`config.mk`:
```
export PLATFORM = sky130hd
export DESIGN_NAME = mux_frame_sequencer
export DESIGN_NICKNAME = d
export VERILOG_FILES = /design/src/rtl/mux_frame_sequencer_pkg.sv /design/src/rtl/mux_frame_sequencer_skp_timer.sv /design/src/rtl/mux_frame_sequencer.sv
export SDC_FILE = /design/constraint.sdc
export NUM_CORES = 1
export LEC_CHECK = 0
export ABC_AREA = 1
export CAP_MARGIN = 20
export CORE_UTILIZATION = 35
export DETAILED_ROUTE_END_ITERATION = 10
export PLACE_DENSITY = 0.65
export SLEW_MARGIN = 0
export SYNTH_ARGS = -nofsm -noshare
export SYNTH_HDL_FRONTEND = slang
export SYNTH_SLANG_ARGS = --single-unit
```
`constraint.sdc`:
```
create_clock -name clk -period 1.65 [get_ports clk]
set_input_delay 0.33 -clock clk [delete_from_list [all_inputs] [get_ports clk]]
set_output_delay 0.33 -clock clk [all_outputs]
set_load 0.1 [all_outputs]
```
`src/rtl/mux_frame_sequencer_pkg.sv`:
```
// Shared select codes, K-symbol byte values and FSM states for the PCIe symbol mux sequencer.
// Constants only: no latency and no flow control live here.
package mux_frame_sequencer_pkg;

  localparam logic [3:0] SEL_DATA = 4'd0;
  localparam logic [3:0] SEL_COM  = 4'd1;
  localparam logic [3:0] SEL_PAD  = 4'd2;
  localparam logic [3:0] SEL_SKP  = 4'd3;
  localparam logic [3:0] SEL_STP  = 4'd4;
  localparam logic [3:0] SEL_SDP  = 4'd5;
  localparam logic [3:0] SEL_END  = 4'd6;
  localparam logic [3:0] SEL_EDB  = 4'd7;
  localparam logic [3:0] SEL_FTS  = 4'd8;
  localparam logic [3:0] SEL_IDL  = 4'd9;

  localparam logic [7:0] K_COM = 8'hBC;
  localparam logic [7:0] K_PAD = 8'hF7;
  localparam logic [7:0] K_SKP = 8'h1C;
  localparam logic [7:0] K_STP = 8'hFB;
  localparam logic [7:0] K_SDP = 8'h5C;
  localparam logic [7:0] K_END = 8'hFD;
  localparam logic [7:0] K_EDB = 8'hFE;
  localparam logic [7:0] K_FTS = 8'h3C;
  localparam logic [7:0] K_IDL = 8'h7C;

  typedef enum logic [2:0] {
    ST_IDLE,
    ST_SKP_COM,
    ST_SKP_SYM,
    ST_START,
    ST_DATA,
    ST_TERM
  } state_t;

endpackage

```
`src/rtl/mux_frame_sequencer_skp_timer.sv`:
```
// Free-running SKP interval counter with a sticky, single-deep pending request.
// pending rises the cycle after the wrap; no backpressure, clr drops the request.
module mux_frame_sequencer_skp_timer #(
  parameter int SKP_INTERVAL = 1180,
  parameter int CNT_W        = 11
) (
  input  logic clk,
  input  logic reset,
  input  logic clr,
  output logic pending,
  output logic pending_nxt
);

  logic [CNT_W-1:0] cnt;
  logic             wrap;

  assign wrap = (cnt == CNT_W'(SKP_INTERVAL - 1));
  // A wrap coinciding with a clear re-arms the request rather than losing it.
  assign pending_nxt = wrap | (pending & ~clr);

  always_ff @(posedge clk) begin
    if (reset) begin
      cnt     <= '0;
      pending <= 1'b0;
    end else begin
      cnt     <= wrap ? '0 : cnt + CNT_W'(1);
      pending <= pending_nxt;
    end
  end

endmodule

```
`src/rtl/mux_frame_sequencer.sv`:
```
// Drives the PCIe symbol mux: frames packets (STP/SDP..END/EDB), inserts SKP sets, idles with IDL.
// Outputs show the previous cycle's decision; byte source stalls produce PAD, header waits in pkt_valid.
module mux_frame_sequencer
  import mux_frame_sequencer_pkg::*;
#(
  parameter int SKP_INTERVAL = 1180,
  parameter int SKP_LEN      = 3,
  parameter int CNT_W        = 11
) (
  input  logic       clk,
  input  logic       reset,
  input  logic       pkt_valid,
  output logic       pkt_ready,
  input  logic       pkt_type,
  input  logic [7:0] pkt_len,
  input  logic       byte_valid,
  output logic       byte_ready,
  input  logic [7:0] byte_in,
  input  logic       abort,
  output logic [3:0] sel,
  output logic       enb,
  output logic [7:0] data_out,
  output logic       busy
);

  localparam int SKP_CW = (SKP_LEN > 1) ? $clog2(SKP_LEN) : 1;

  state_t            state;
  logic [7:0]        remaining;
  logic [SKP_CW-1:0] skp_cnt;
  logic              is_dllp;
  logic              end_bad;
  logic              byte_rdy_q;
  logic              skp_clr;
  logic              skp_pending;
  logic              skp_pending_nxt;

  assign skp_clr = (state == ST_SKP_COM);
  // Abort must refuse the byte in the very cycle it is raised.
  assign byte_ready = byte_rdy_q & ~abort;

  mux_frame_sequencer_skp_timer #(
    .SKP_INTERVAL(SKP_INTERVAL),
    .CNT_W       (CNT_W)
  ) u_skp_timer (
    .clk        (clk),
    .reset      (reset),
    .clr        (skp_clr),
    .pending    (skp_pending),
    .pending_nxt(skp_pending_nxt)
  );

  always_ff @(posedge clk) begin
    if (reset) begin
      state      <= ST_IDLE;
      sel        <= SEL_IDL;
      enb        <= 1'b0;
      data_out   <= 8'h00;
      pkt_ready  <= 1'b0;
      byte_rdy_q <= 1'b0;
      busy       <= 1'b0;
      remaining  <= 8'h00;
      skp_cnt    <= '0;
      is_dllp    <= 1'b0;
      end_bad    <= 1'b0;
    end else begin
      enb <= 1'b1;
      case (state)
        ST_IDLE: begin
          sel      <= SEL_IDL;
          data_out <= K_IDL;
          busy     <= 1'b0;
          if (skp_pending) begin
            state     <= ST_SKP_COM;
            pkt_ready <= 1'b0;
          end else if (pkt_valid && pkt_ready) begin
            state     <= ST_START;
            pkt_ready <= 1'b0;
            busy      <= 1'b1;
            is_dllp   <= pkt_type;
            remaining <= pkt_len;
          end else begin
            // Withdraw ready ahead of a SKP request so a header is never accepted under it.
            pkt_ready <= ~skp_pending_nxt;
          end
        end
        ST_SKP_COM: begin
          sel      <= SEL_COM;
          data_out <= K_COM;
          skp_cnt  <= SKP_CW'(SKP_LEN - 1);
          state    <= ST_SKP_SYM;
        end
        ST_SKP_SYM: begin
          sel      <= SEL_SKP;
          data_out <= K_SKP;
          if (skp_cnt == '0) begin
            state     <= ST_IDLE;
            pkt_ready <= ~skp_pending_nxt;
          end else begin
            skp_cnt <= skp_cnt - SKP_CW'(1);
          end
        end
        ST_START: begin
          sel        <= is_dllp ? SEL_SDP : SEL_STP;
          data_out   <= is_dllp ? K_SDP : K_STP;
          byte_rdy_q <= 1'b1;
          state      <= ST_DATA;
        end
        ST_DATA: begin
          if (abort) begin
            sel        <= SEL_PAD;
            data_out   <= K_PAD;
            byte_rdy_q <= 1'b0;
            end_bad    <= 1'b1;
            state      <= ST_TERM;
          end else if (byte_valid) begin
            sel      <= SEL_DATA;
            data_out <= byte_in;
            if (remaining == 8'h00) begin
              byte_rdy_q <= 1'b0;
              end_bad    <= 1'b0;
              state      <= ST_TERM;
            end else begin
              remaining <= remaining - 8'd1;
            end
          end else begin
            sel      <= SEL_PAD;
            data_out <= K_PAD;
          end
        end
        ST_TERM: begin
          sel       <= end_bad ? SEL_EDB : SEL_END;
          data_out  <= end_bad ? K_EDB : K_END;
          state     <= ST_IDLE;
          pkt_ready <= ~skp_pending_nxt;
        end
        default: begin
          state <= ST_IDLE;
        end
      endcase
    end
  end

endmodule

```
==> qor.yml <==
status: "complete, no violations"
drive_above_1_share: 0.1622
fp.dieH_microns: 80.42
wl_mm: 5.356
htree_levels: 2
cap_violations: 0
die_area_sq_um: 6467
area_growth_pct: 36.10
fin_setup_tns_ns: 0
globalRouteOverflowTotal: 0
vias: 2145
syn_area_per_cell_sq_um: 6.704
rows: 28
antenna_found_initial: 0
utilization: 0.4947
hold_viol_final: 0
ys_warn_count: 0
cp_slowest_cell: "clkdlybuf4s50_1"
ant_nets: 0
finalCriticalPeriod_ns: 1.599
crit_path_end_kind: "output port"
p_leak_nw: 1.269
r2r-start: "u_skp_timer.cnt[1]"
synthTopCellsByArea: "dfxtp_1 (40%), nand2_1 (10%), nor2_1 (9.6%), inv_1 (6.6%), a21oi_1 (4.9%)"
rsz0062_at_grt: "no"
cts_resized: 0
port-buffer-count: 37
yosysSeqAreaShare: 0.4000
grt_pass1_wl_mm: 9.032
cp-startpoint: "abort"
ir_drop_v: 0.001375
grt_pass1_vias: 1992
worst_path_largest_cell_delay_ns: 0.44
use_met1: 0.2326
drc: 0
postCtsSetupBuffers: 0
synth_nets: 347
r2r_end: "u_skp_timer.cnt[10]"
viasPerCell: 4.820
fillCellCount: 591
setup_violations: 0
synth-edff-count: 0
synth_top_area_share: 0.4000
cp_cell_sequence: "clkdlybuf4s50_1 > buf_4 > nor2_2 > buf_12"
skew_ns: 0.008209
synth_cells: 321
hold_ws_ns: 0.4679
numCtsBuffers: 5
arrival_ns: 1.27
initial_core_util: 0.3635
first_iter_violations: 114
met2_usage: 0.2983
relSlewSlack: 0.7692
synth-main-ff-cell: "dfxtp_1"
yosysTopAreaCell: "dfxtp_1"
clk_latency_ns: 0.29
hp-class: "flop to flop"
dp_slack_ns: -0.05538
routedWlPerCell_microns: 12.04
clockRootBuffer: "clkbuf_8"
crit_path_start_kind: "primary input"
reg2reg_depth: 8
crit_path_end: "byte_ready"
required_ns: 1.32
worst_pin_slew_ns: 0.3439
cp_max_fo: 2
coreArea_sq_um: 5921
grt_usage: 0.1797
reg2reg_slack_ns: 0.17
grt_max_degree: 18
io_pins: 38
syn_area_sq_um: 2152
clockBufferDepth: 2
fin_ws_ns: 0.05065
synthArstFlopShare: 0
use_met3: 0.04091
gr-max-usage-layer: "met2"
final.period_utilization: 0.9693
gp_congestion: 0.8554
antenna_cells: 0
post-dp-hpwl_mm: 3.993
cts.sinks: 43
fmax_mhz: 625.3
power.density_nw_per_um2: 1740
yosysUniqueCellTypes: 27
drv_slew: 0
ctsHoldBuffers: 0
die_w_microns: 80.42
drt-pass1-iter-count: 4
clkTransAtPathRegs_ns: 0.08
ys_ff_latch: 43
final_net_count: 396
crit_type: "primary input to output port"
cts_tree: "yes"
==> state kept, by name (all words and copies together), names as in the netlist <==
name,count
busy,1
byte_rdy_q,1
data_out,8
enb,1
end_bad,1
is_dllp,1
pkt_ready,1
remaining,8
sel,4
skp_cnt,2
state,3
u_skp_timer.cnt,11
u_skp_timer.pending,1
==> stage by stage <==
stage                     total power (W)  instances  cell area [sq um]
after detailed placement         0.004418        438               2834
after global placement           0.004400        438               2834
after CTS                        0.005111        445               2922
after floorplan                  0.003479        321               2156
final                            0.005095        445               2929
after global routing             0.005433        445               2929
==> routing by layer <==
metal  vias to the layer above  routed length, microns
li1                       1126                       -
met1                       963                    2597
met2                        54                    2444
met3                         2                     299
met4                         0                      15
met5                         -                       0
==> Yosys cell counts (2+ instances only) <==
master	instances
a21oi_1	21
a31oi_1	5
buf_2	2
clkbuf_1	3
dfxtp_1	43
ha_1	4
inv_1	38
inv_2	8
nand2_1	58
nand2_2	7
nand3_1	20
nand3_2	2
nand4_1	4
nor2_1	55
nor2_2	3
nor3_1	7
o21a_1	2
o21ai_0	18
o21ai_1	12
or2_2	2
==> final cells by class <==
type                            instances  area [sq um]  share of cell area
Tap cell                               75         93.84             0.03204
Sequential cell                        43         862.1              0.2943
Clock buffer                            6         82.58             0.02819
Multi-Input combinational cell        226          1097              0.3746
Timing Repair Buffer                   48         613.1              0.2093
Inverter                               46         175.2             0.05980
Clock inverter                          1         5.005            0.001709
==> cells by family after synthesis <==
| group | Yosys count | share of synthesized area |
|---|---|---|
| simple gates | 161 | 0.3314 |
| buf+inv | 52 | 0.09361 |
| flops | 43 | 0.4000 |
| compound gates | 59 | 0.1436 |
| fa+ha+maj | 4 | 0.02326 |
| xor+xnor | 2 | 0.008141 |
==> power by group <==
| part | internal (W) | total, W | switching (W) |
|---|---|---|---|
| registers | 0.00128 | 0.00153 | 0.000256 |
| clock network | 0.000329 | 0.000668 | 0.000340 |
| logic | 0.00100 | 0.00289 | 0.00189 |
| total | 0.00261 | 0.00510 | 0.00248 |
==> critical path: cells and delay by family <==
kind / cells / cell delay [ns]
buf+inv: 3 / 0.78
simple gates: 1 / 0.15
==> worst min path at each step <==
stage / start / to / slack (ns) / cells after the start
final: byte_rdy_q / byte_rdy_q / 0.47 / 2
after global routing: is_dllp / is_dllp / 0.50 / 2
after CTS: is_dllp / is_dllp / 0.47 / 2
after detailed placement: is_dllp / is_dllp / 0.46 / 2
after global placement: is_dllp / is_dllp / 0.45 / 2
after floorplan: u_skp_timer.cnt[0] / u_skp_timer.cnt[0] / 0.43 / 1
==> cell usage in the layout, fill, tap and decap left out, types with 5 or more instances in the layout <==
cell type	count
nor3_1	6
buf_4	11
a21oi_1	21
a31oi_1	5
clkbuf_8	6
inv_1	38
nor2_1	54
o21ai_1	13
inv_2	7
nand2_2	7
clkdlybuf4s50_1	21
dfxtp_1	42
nand2_1	58
nand3_1	20
o21ai_0	17
buf_12	16
Note: power is estimated with default switching activity, not from simulation.
==> variant, RTL diff (same flow settings) <==
`CNT_W` is set to 11 in 2 places; all go to 9.
--- a/src/rtl/mux_frame_sequencer_skp_timer.sv
+++ b/src/rtl/mux_frame_sequencer_skp_timer.sv
@@ -3,5 +3,5 @@
 module mux_frame_sequencer_skp_timer #(
   parameter int SKP_INTERVAL = 1180,
-  parameter int CNT_W        = 11
+  parameter int CNT_W        = 9
 ) (
   input  logic clk,
--- a/src/rtl/mux_frame_sequencer.sv
+++ b/src/rtl/mux_frame_sequencer.sv
@@ -6,5 +6,5 @@
   parameter int SKP_INTERVAL = 1180,
   parameter int SKP_LEN      = 3,
-  parameter int CNT_W        = 11
+  parameter int CNT_W        = 9
 ) (
   input  logic       clk,
Function: no difference found for any inputs over 10 cycles, from zero or initial values and one cycle with reset high; that may be too few to reach the edited logic, so the function may still have changed.
==> variant against the unedited design <==
Power decreased by 3.8%; routed wire length decreased by 11%; synthesized area decreased by 4.9%; sequential cell count decreased by 2; synthesized cell count decreased by 7.5%; design area decreased by 2.4%; final cell count decreased by 5.6%; setup slack improved by 0.024 ns; critical path type unchanged.
==> variant: results (changes against the unedited design) <==
| Metric | Value |
|---|---|
| Fill cells | 568 (-3.9%) |
| Arr. time, crit path | 1.24 ns (-0.03 ns) |
| Clk sinks | 41 (-4.7%) |
| Gpl congestion | 0.8899 (+4.0%) |
| Final #Nets | 373 (-5.8%) |
| Run status | completed |
| Syn nets | 323 (-6.9%) |
| Clock buf/inv share | 0.04070 (+0.01080) |
| Non-clk invs | 43 (-6.5%) |
| Sequential power | 1480 µW (-3%) |
| Multi-input gate share of total cell area | 0.3637 (-0.01095) |
| Placed cell count | 412 (-5.9%) |
| Post-Route WL | 4764 µm (-11%) |
| Multi-input comb cells | 208 (-8.0%) |
| TritonCTS clock tree | built |
| Largest regs | u_skp_timer.cnt: 9 flops, data_out: 8 flops, remaining: 8 flops |
| Slew at the pin closest to its max-slew limit | 0.4926 ns (+0.1487 ns) |
| Max rail drop VDD | 0.9882 mV (-28%) |
| All-Layer GR Usage | 0.1663 (-0.01341) |
| Vias in the first global route | 1818 (-8.7%) |
| Synth Area per Inst | 6.892 µm² (+2.8%) |
| Final WS setup | 0.07500 ns (+0.02436 ns) |
| Layout non-clock buf frac | 0.2188 (+0.009506) |
| Finished Layout Cells | 420 (-5.6%) |
| Pre-CTS setup slack | -0.09216 ns (-0.03677 ns) |
| Hpwl dp | 3680 µm (-7.8%) |
| Seq. cell area | 823.3 µm² (-4.5%) |
| Share of layout cells above drive strength 1 | 0.1580 (-0.004116) |
| Clock buf count | 7 (+1) |
| Clk pwr | 831 µW (+24%) |
| Area contributors post-synth | dfxtp_1 40%, nand2_1 15%, inv_1 7.0% |
| Synth cell types | 34 (+26%) |
| Pleak | 0.001263 µW (-0.52%) |
| Synth cell count leaders | 81 x nand2_1, 41 x dfxtp_1, 38 x inv_1 |
| CTS max path bufs | 2 (unchanged) |
| Initial detailed-routing violation count | 98 (-14%) |
| Seq/Total Area, Yosys | 0.4010 (+0.0009780) |
| First-pass GRT wire length | 7983 µm (-12%) |
| Clock skew | 0.005398 ns (-0.002811 ns) |
| NetSw | 2260 µW (-9.0%) |
## variant: cell count changes after synthesis, moves of 5 or more
cell,unedited run,this run
nor2_1,55,26
nand2_1,58,81
o21ai_1,12,3
nand3_1,20,14
nand2_2,7,2
## variant: per-stage QoR
step                power [µW]  cell area, µm²
floorplan                 3247            2051
global placement          4049            2741
detailed placement        4092            2741
CTS                       4940            2858
global route              5205            2859
finish                    4899            2859
## variant: repair_timing
item	4_1_cts	5_1_grt
setup endpoints to repair	0	1
gates resized for setup	0	1
endpoints found under the hold margin	0	0
## variant: cells by family (layout without fill, tap and decap cells)
logic type	after synthesis	after routing	synth area share
fa+ha+maj	4	4	0.02445
simple gates	147	147	0.3227
compound gates	56	56	0.1553
flops	41	41	0.4010
xor+xnor	1	1	0.004280
buf+inv	48	99	0.09230
## variant: layer usage
layer / up-vias / global-route usage / share of wire
met5: - / 0 / 0
met4: 0 / 0.05741 / 0.0061
met3: 2 / 0.04535 / 0.056
met2: 60 / 0.2833 / 0.47
met1: 908 / 0.2001 / 0.47
li1: 1059 / - / -
## variant: path summary, 6_finish.rpt
check	startpoint	endpoint	slack [ns]	cells after the start
worst max-delay path	abort	byte_ready	0.08	4
worst max register to register	remaining[0]	remaining[5]	0.19	10
worst min-delay path	u_skp_timer.cnt[0]	u_skp_timer.cnt[0]	0.44	1
worst min register to register	u_skp_timer.cnt[0]	u_skp_timer.cnt[0]	0.44	1
## variant: worst max-delay path, stage by stage
cell and delay [ns]:
clkdlybuf4s50_1 0.42, buf_4 0.16, nor2_2 0.15, buf_12 0.19
